## src/rtl/board_ctrl.sv

```systemverilog
// board_ctrl: paddle controller feeding the VGA display stage.
// Synchronizes and debounces the left/right buttons, derives a per-frame tick
// from vsync, and moves the board once per frame with a speed ramp while a
// button is held, clamping the board inside the visible width.
module board_ctrl #(
  parameter int DEBOUNCE_CYCLES = 250000,
  parameter int SCREEN_W        = 640,
  parameter int BOARD_W         = 64,
  parameter int BOARD_Y         = 464,
  parameter int X_INIT          = 288,
  parameter int SPEED_MIN       = 2,
  parameter int SPEED_MAX       = 8,
  parameter int RAMP_FRAMES     = 8
) (
  input  logic       dclk,
  input  logic       rst,
  input  logic       btn_l,
  input  logic       btn_r,
  input  logic       vsync,
  output logic [9:0] board_x,
  output logic [9:0] board_y,
  output logic       frame_tick
);

  localparam int DBW = (DEBOUNCE_CYCLES > 2) ? $clog2(DEBOUNCE_CYCLES) : 1;
  localparam int HCW = (RAMP_FRAMES > 2) ? $clog2(RAMP_FRAMES) : 1;
  localparam logic [10:0] X_MAX = 11'(SCREEN_W - BOARD_W);

  typedef enum logic [1:0] {IDLE, MOVE_L, MOVE_R} state_t;

  logic           btn_l_s1, btn_l_s2, btn_r_s1, btn_r_s2;
  logic           vsync_s1, vsync_s2, vsync_d;
  logic           btn_l_db, btn_r_db;
  logic [DBW-1:0] btn_l_cnt, btn_r_cnt;
  state_t         state, state_next;
  logic [3:0]     speed;
  logic [HCW-1:0] hold_cnt;
  logic           move_l, move_r;
  logic [9:0]     x_left;
  logic [10:0]    x_sum;
  logic [9:0]     x_right;

  // Two-flop synchronizers; vsync flops reset high so reset never fakes a falling edge.
  always_ff @(posedge dclk or posedge rst) begin
    if (rst) begin
      btn_l_s1 <= 1'b0;
      btn_l_s2 <= 1'b0;
      btn_r_s1 <= 1'b0;
      btn_r_s2 <= 1'b0;
      vsync_s1 <= 1'b1;
      vsync_s2 <= 1'b1;
    end else begin
      btn_l_s1 <= btn_l;
      btn_l_s2 <= btn_l_s1;
      btn_r_s1 <= btn_r;
      btn_r_s2 <= btn_r_s1;
      vsync_s1 <= vsync;
      vsync_s2 <= vsync_s1;
    end
  end

  // Left debounce: accept a change only after it has been stable long enough.
  always_ff @(posedge dclk or posedge rst) begin
    if (rst) begin
      btn_l_db  <= 1'b0;
      btn_l_cnt <= '0;
    end else if (btn_l_s2 == btn_l_db) begin
      btn_l_cnt <= '0;
    end else if (btn_l_cnt == DBW'(DEBOUNCE_CYCLES - 1)) begin
      btn_l_db  <= btn_l_s2;
      btn_l_cnt <= '0;
    end else begin
      btn_l_cnt <= btn_l_cnt + 1'b1;
    end
  end

  // Right debounce: same scheme as the left button.
  always_ff @(posedge dclk or posedge rst) begin
    if (rst) begin
      btn_r_db  <= 1'b0;
      btn_r_cnt <= '0;
    end else if (btn_r_s2 == btn_r_db) begin
      btn_r_cnt <= '0;
    end else if (btn_r_cnt == DBW'(DEBOUNCE_CYCLES - 1)) begin
      btn_r_db  <= btn_r_s2;
      btn_r_cnt <= '0;
    end else begin
      btn_r_cnt <= btn_r_cnt + 1'b1;
    end
  end

  // Registered one-cycle pulse on each falling edge of synced vsync.
  always_ff @(posedge dclk or posedge rst) begin
    if (rst) begin
      vsync_d    <= 1'b1;
      frame_tick <= 1'b0;
    end else begin
      vsync_d    <= vsync_s2;
      frame_tick <= vsync_d & ~vsync_s2;
    end
  end

  // State register.
  always_ff @(posedge dclk or posedge rst) begin
    if (rst) state <= IDLE;
    else     state <= state_next;
  end

  // Next state straight from the debounced buttons; both pressed means stop.
  always_comb begin
    state_next = IDLE;
    case ({btn_l_db, btn_r_db})
      2'b10:   state_next = MOVE_L;
      2'b01:   state_next = MOVE_R;
      default: state_next = IDLE;
    endcase
  end

  // Decode the registered state into movement enables.
  always_comb begin
    move_l = 1'b0;
    move_r = 1'b0;
    case (state)
      MOVE_L:  move_l = 1'b1;
      MOVE_R:  move_r = 1'b1;
      default: begin
        move_l = 1'b0;
        move_r = 1'b0;
      end
    endcase
  end

  // Speed ramp: restart on idle or direction change, step up every RAMP_FRAMES moving ticks.
  always_ff @(posedge dclk or posedge rst) begin
    if (rst) begin
      speed    <= 4'(SPEED_MIN);
      hold_cnt <= '0;
    end else if (state == IDLE || state_next != state) begin
      speed    <= 4'(SPEED_MIN);
      hold_cnt <= '0;
    end else if (frame_tick) begin
      if (hold_cnt == HCW'(RAMP_FRAMES - 1)) begin
        hold_cnt <= '0;
        if (speed < 4'(SPEED_MAX)) speed <= speed + 1'b1;
      end else begin
        hold_cnt <= hold_cnt + 1'b1;
      end
    end
  end

  // Candidate positions: left saturates at 0, right sum is 11 bits and clamps to the edge.
  always_comb begin
    x_left  = (board_x >= {6'd0, speed}) ? (board_x - {6'd0, speed}) : 10'd0;
    x_sum   = {1'b0, board_x} + {7'd0, speed};
    x_right = (x_sum > X_MAX) ? X_MAX[9:0] : x_sum[9:0];
  end

  // Board position moves at most once per frame, using the old speed.
  always_ff @(posedge dclk or posedge rst) begin
    if (rst) begin
      board_x <= 10'(X_INIT);
    end else if (frame_tick) begin
      if (move_l)      board_x <= x_left;
      else if (move_r) board_x <= x_right;
    end
  end

  assign board_y = 10'(BOARD_Y);

endmodule

```

## config.mk

```make
export PLATFORM = sky130hd
export DESIGN_NAME = board_ctrl
export DESIGN_NICKNAME = d
export VERILOG_FILES = /design/src/rtl/board_ctrl.sv
export SDC_FILE = /design/constraint.sdc
export NUM_CORES = 1
export LEC_CHECK = 0
export CAP_MARGIN = 15
export CORE_MARGIN = 3
export CORE_UTILIZATION = 40
export CTS_CLUSTER_DIAMETER = 60
export CTS_CLUSTER_SIZE = 10
export DETAILED_ROUTE_END_ITERATION = 8
export PLACE_DENSITY_LB_ADDON = 0.3
export SYNTH_ARGS = -nofsm -noshare
export SYNTH_HDL_FRONTEND = slang
export SYNTH_SLANG_ARGS = --single-unit
```

## constraint.sdc

```tcl
create_clock -name dclk -period 4.05 [get_ports dclk]
set_input_delay 0.81 -clock dclk [delete_from_list [all_inputs] [get_ports dclk]]
set_output_delay 0.81 -clock dclk [all_outputs]
set_load 0.01 [all_outputs]
```

==> results of run 1 <==
[worst max-delay path: cells and delay by family, from the launching register on]
kind,cells,cell delay (ns)
AOI/OAI and AO/OA,3,0.89
DFF,1,0.45
adders and majority gates,2,0.63
and+or+nand+nor,4,1.00
[cell usage in the layout (no fill, tap or decap), types with 2 or more instances in the layout]
| cell | n |
|---|---|
| nor2_1 | 67 |
| dfrtp_1 | 59 |
| nand2_1 | 22 |
| xor2_1 | 21 |
| xnor2_1 | 20 |
| nand3_1 | 19 |
| inv_1 | 15 |
| ha_1 | 15 |
| clkdlybuf4s50_1 | 15 |
| and3_1 | 12 |
| a21oi_1 | 11 |
| o21ai_0 | 11 |
| nor3_1 | 10 |
| conb_1 | 10 |
| clkbuf_8 | 9 |
| nor4_1 | 6 |
| dfstp_2 | 6 |
| nor2b_1 | 5 |
| mux2i_1 | 5 |
| nand4_1 | 5 |
| nand2b_1 | 3 |
| or2_2 | 3 |
| nand3b_1 | 3 |
| or4_1 | 3 |
| o31ai_1 | 3 |
| a31oi_1 | 3 |
| clkinvlp_4 | 3 |
| nor4b_1 | 2 |
| a211oi_1 | 2 |
| or2b_2 | 2 |
| or3_1 | 2 |
| and2_2 | 2 |
| o221ai_1 | 2 |
| and2_1 | 2 |
| mux2_2 | 2 |
| fa_1 | 2 |
| clkinv_2 | 2 |
[metrics by stage]
stage / total power [mW] / hold slack (ns) / util (%) / setup WS (ns)
6_report: 1.24 / 0.351 / 45.7 / 0.939
5_1_grt: 1.30 / 0.356 / 45.7 / 0.731
4_1_cts: 1.27 / 0.352 / 45.7 / 0.957
3_5_place_dp: 0.718 / 0.335 / 43.5 / 0.991
3_3_place_gp: 0.717 / 0.337 / 43.5 / 1.08
2_1_floorplan: 0.712 / 0.331 / - / 1.25
[logic make-up after synthesis]
kind of cell | count (synthesis) | synth area share, %
AOI/OAI and AO/OA | 43 | 7.95
and+or+nand+nor | 176 | 23.9
muxes | 7 | 1.95
DFF | 65 | 44.0
buffers and inverters | 39 | 6.20
adders and majority gates | 17 | 6.13
xor gates and xnor gates | 41 | 9.67
other | 2 | 0.202
[layer usage]
layer  share of wire (%)  vias up  GRT usage, %
met4                 2.0        0          6.26
met3                 4.1       12          3.07
met2                  44       55          21.4
li1                    -     1331             -
met5                   0        -             0
met1                  50     1254          20.1
[worst paths after layout]
check | from | depth (start not counted) | to | slack (ns)
worst max-delay path | speed[0] | 9 | board_x[4] | 0.94
worst max register to register | speed[0] | 9 | board_x[4] | 0.94
max in group asynchronous | rst | 3 | btn_l_cnt[17] | 2.49
worst min-delay path | btn_l_s1 | 0 | btn_l_s2 | 0.35
worst min register to register | btn_l_s1 | 0 | btn_l_s2 | 0.35
min in group asynchronous | rst | 3 | board_x[9] | 1.04
[sequential cells by signal (all words and copies together), names as in the netlist]
| register | flops |
|---|---|
| btn_l_cnt | 18 |
| btn_r_cnt | 18 |
| board_x | 10 |
| speed | 4 |
| hold_cnt | 3 |
| state | 2 |
| btn_l_db | 1 |
| btn_l_s1 | 1 |
| btn_l_s2 | 1 |
| btn_r_db | 1 |
| btn_r_s1 | 1 |
| btn_r_s2 | 1 |
| frame_tick | 1 |
| vsync_d | 1 |
| vsync_s1 | 1 |
| vsync_s2 | 1 |
[area by class of cell]
class	count	area [sq um]
flip-flops and latches	65	1630
multi-input cells	294	1880
inverters	16	60.1
repair buffers	16	158
clock inverters	7	71.3
well taps	108	135
clock buffers	9	124
fillers	867	4830
[power by group through the flow]
stage | combinational [mW] | clock, mW | sequential, mW
6_report | 0.0383 | 0.540 | 0.665
2_1_floorplan | 0.0363 | 0 | 0.676
5_1_grt | 0.0462 | 0.591 | 0.666
3_3_place_gp | 0.0392 | 0 | 0.678
4_1_cts | 0.0399 | 0.560 | 0.665
3_5_place_dp | 0.0398 | 0 | 0.678
==> impl_metrics.toml, run 1 <==
[pwr]
p_comb_share_pct = 3.1
powerDensity_nw_per_um2 = 306
internal_power_uw = 953
switching_share_pct = 23.4
power.share.clock_pct = 43.4
power_leakage_nw = 1.78
p_seq_share_pct = 53.5
ir_drop_uv = 200
power.switching_uw = 290

[global_routing]
antenna_found_initial = 0
grt_max_degree = 66
grt_pass1_wl_mm = 11.9
grt_usage_pct = 14.3
grt_pass1_vias = 2589
grt-ovfl-total = 0

[critical_path]
crit_slowest_cell = "o31ai_1"
slowest_delay_ns = 0.54
critPathKind = "reg2reg"
cp-end-kind = "register"
crit_chain = "ha_1 -> fa_1 -> and2b_2 -> o31ai_1 -> nor3_1 -> and3b_2 -> o221ai_1 -> and2_1 -> o311ai_2"
worstPathArrival_ns = 3.31
critPathRequiredTime_ns = 4.24
start_kind = "register"
crit_fanout = 7

[placement]
dp.cells = 499
portBuffers = 15
placed_cell_area_sq_um = 3870
dp.final_hpwl_mm = 4.87
place_congestion = 0.839

[synth]
synth.largest_area_cell = "dfrtp_1"
synth.distinct_cells = 57
synth_top_area_share_pct = 39.7
ys_top_cells_by_count = "nor2_1 (67), dfrtp_1 (59), nand2_1 (22)"
syn_area_sq_um = 3710
ys_seq_area_share_pct = 44.0
synth_edf_count = 0
syn_inst = 390
ys_warn_count = 0
async_flop_share_pct = 100
syn-mean-instance-area_sq_um = 9.53
synth_flop_cell = "dfrtp_1"
synth_area_leaders = "dfrtp_1 (40%), nor2_1 (6.8%), ha_1 (5.1%)"
synth.most_common_cell = "nor2_1"
synth-seq-cells = 65

[clocking]
clock_path_buffers = 2
clk_pin_slew_worst_paths_ns = 0.08
cts_buffers = 9
clockRootBuffer = "clkbuf_8"
postCtsSetupBuffers = 0
htree_levels = 3
cts_hold_buf = 0
clock_latency_ns = 0.34
cts_sinks = 65
cts_tree = "yes"
post_cts_resized = 0

[floorplanning]
rows = 34
die_area_sq_um = 10500
core_area_sq_um = 8890
die_y_microns = 102
pin_count = 26
die_x_microns = 102
initial_core_util_pct = 41.8

[final_layout]
n_antenna_cell = 0
fin_cells = 515
synthToLayoutAreaGrowth_pct = 9.36
final_nets = 424
drive_above_1_share_pct = 10.8
design_area_sq_um = 4060

[sta]
finalHoldViolCount = 0
setup_viol = 0
drv_slew = 0
max_freq_mhz = 321
setup_tns_ns = 0
min_period_over_period_pct = 76.8
maxSlewHeadroom_pct = 45.6
tightest_slew_ns = 0.816
skew_ns = 0.00863
rsz0062_at_grt = "false"
period_needed_ns = 3.11

[routing]
vias = 2652
drtAntennaViolNets = 0
dr.first_iter.drc_count = 81
wl_mm = 6.87
routed_via_density = 5.15
wl_per_cell_microns = 13.3
dr.pass1.iters = 4
drc_errors = 0

[worst_hold_path]
hp-class = "reg2reg"

[outcome]
status = "finished clean"

[run]
maxCapViolations = 0
(Power assumes the default switching activity.)
==> run 2, diff against run 1 <==
==> constraint.sdc (replaced) <==
create_clock -name dclk -period 3 [get_ports dclk]
set_input_delay 0.6 -clock dclk [delete_from_list [all_inputs] [get_ports dclk]]
set_output_delay 0.6 -clock dclk [all_outputs]
set_load 0.01 [all_outputs]
==> run 2 against run 1 <==
Effect of this change:
- first-iteration DRC count up 53%
- fmax up 7.7%
- via count up 4.7%
- largest power group unchanged
- highest routed layer unchanged
==> impl_metrics.toml, run 2 (same netlist as run 1, synthesis figures left out) <==
[routing]
highest_layer = "met4"
met2_length_mm = 3.32
vias = 2777
drc_errors = 0
wl_mm = 7.17
drtAntennaViolNets = 0
drt-met1-wl_mm = 3.24
routed_via_density = 5.32
dr.first_iter.drc_count = 124
wl_met3_microns = 449
wl_per_cell_microns = 13.7
dr.pass1.iters = 4

[pwr]
powerDensity_nw_per_um2 = 404
p_comb_share_pct = 3.3
internal_power_mw = 1.30
power.switching_uw = 373
ir_drop_uv = 278
power_leakage_nw = 1.83
p_seq_share_pct = 53.9
switching_share_pct = 22.3
total_power_mw = 1.67
power.share.clock_pct = 42.9

[final_layout]
fillers = 842
final_common_cell = "nor2_1"
top_regs = "btn_l_cnt x18, btn_r_cnt x18, board_x x10"
final_util_pct = 46.5
multi_input_area_sq_um = 1890
n_antenna_cell = 0
synthToLayoutAreaGrowth_pct = 11.3
drive_above_1_share_pct = 12.6
design_area_sq_um = 4130
final_nets = 431
regArea_sq_um = 1630
layout_common_cells = "nor2_1 (67), dfrtp_1 (59), nand2_1 (22), xor2_1 (20), xnor2_1 (20)"

[sta]
min_period_over_period_pct = 96.3
rsz0062_at_grt = "false"
setup_viol = 0
hold_ws_ns = 0.350
max_freq_mhz = 346
skew_ns = 0.0131
tightest_slew_ns = 0.673
maxSlewHeadroom_pct = 55.1
period_needed_ns = 2.89
finalHoldViolCount = 0
drv_slew = 0
setup_tns_ns = 0

[clocking]
cts_sinks = 65
htree_levels = 3
clk_pin_slew_worst_paths_ns = 0.08
clock_path_buffers = 2
cts_hold_buf = 0
clock_latency_ns = 0.34
clockRootBuffer = "clkbuf_8"
cts_tree = "yes"
post_cts_resized = 0
postCtsSetupBuffers = 0
cts_buffers = 9

[critical_path]
worstPathArrival_ns = 3.12
start_kind = "register"
crit_fanout = 8
crit_chain = "inv_1 -> ha_1 -> or3b_4 -> and4_4 -> or3_1 -> o21ai_0 -> o221ai_1 -> and2_2 -> a221o_1"
slowest_delay_ns = 0.44
crit_slowest_cell = "or3b_4"
crit_buf_inv = 1
cp-end-kind = "register"
critPathRequiredTime_ns = 3.23
critPathKind = "reg2reg"
path_delay_family = "simple AND/OR/NAND/NOR gates"

[run]
maxCapViolations = 0

[placement]
dp.final_hpwl_mm = 5.02
placed_cell_area_sq_um = 3930
place_congestion = 0.886
portBuffers = 15

[floorplanning]
pin_count = 26
die_y_microns = 102
rows = 34
initial_core_util_pct = 41.8
core_area_sq_um = 8890
die_x_microns = 102
die_area_sq_um = 10500

[global_routing]
grt_pass1_vias = 2714
antenna_found_initial = 0
grt_usage_pct = 14.9
grt_pass1_wl_mm = 12.5
grt-ovfl-total = 0
grt_max_degree = 66

[worst_hold_path]
hp-class = "reg2reg"

[outcome]
status = "finished clean"
==> run 2: changes by cell type in the layout (fill, tap and decap cells not counted), sizes merged <==
cell      delta
clkinv       -1
buf          +7
bufinv       -1
clkbuf       +5
clkinvlp     -3
==> run 2: stage by stage <==
stage	setup slack, ns	instances
after detailed placement	0.110	506
final	0.112	522
after global routing	0.00417	522
after CTS	0.0941	522
after floorplan	0.202	398
after global placement	0.192	506
==> run 2: power groups by stage <==
stage	clock (mW)	combinational, mW	sequential, mW
after floorplan	0	0.0490	0.912
after CTS	0.749	0.0568	0.899
after global routing	0.779	0.0642	0.900
after global placement	0	0.0556	0.915
final	0.715	0.0544	0.899
after detailed placement	0	0.0567	0.915
==> run 2: metal layers <==
metal | GRT usage (%) | up-vias
met4 | 5.15 | 0
met5 | 0 | -
met1 | 19.3 | 1333
li1 | - | 1348
met3 | 4.37 | 16
met2 | 23.8 | 80
==> run 2: worst paths after layout <==
kind	slack (ns)	endpoint	cells past startpoint	from
max in group asynchronous	2.03	vsync_s2	3	rst
hold reg to reg	0.35	btn_r_s2	0	btn_r_s1
min in group asynchronous	0.63	board_x[9]	3	rst
setup / recovery	0.11	board_x[6]	9	speed[2]
hold / removal	0.35	btn_r_s2	0	btn_r_s1
setup reg to reg	0.11	board_x[6]	9	speed[2]
==> run 2: area by class of cell <==
cell class,count,area share (%)
multi-input cells,294,45.7
flip-flops and latches,65,39.5
repair buffers,23,5.39
clock buffers,14,4.42
well taps,108,3.27
inverters,16,1.45
clock inverters,2,0.242
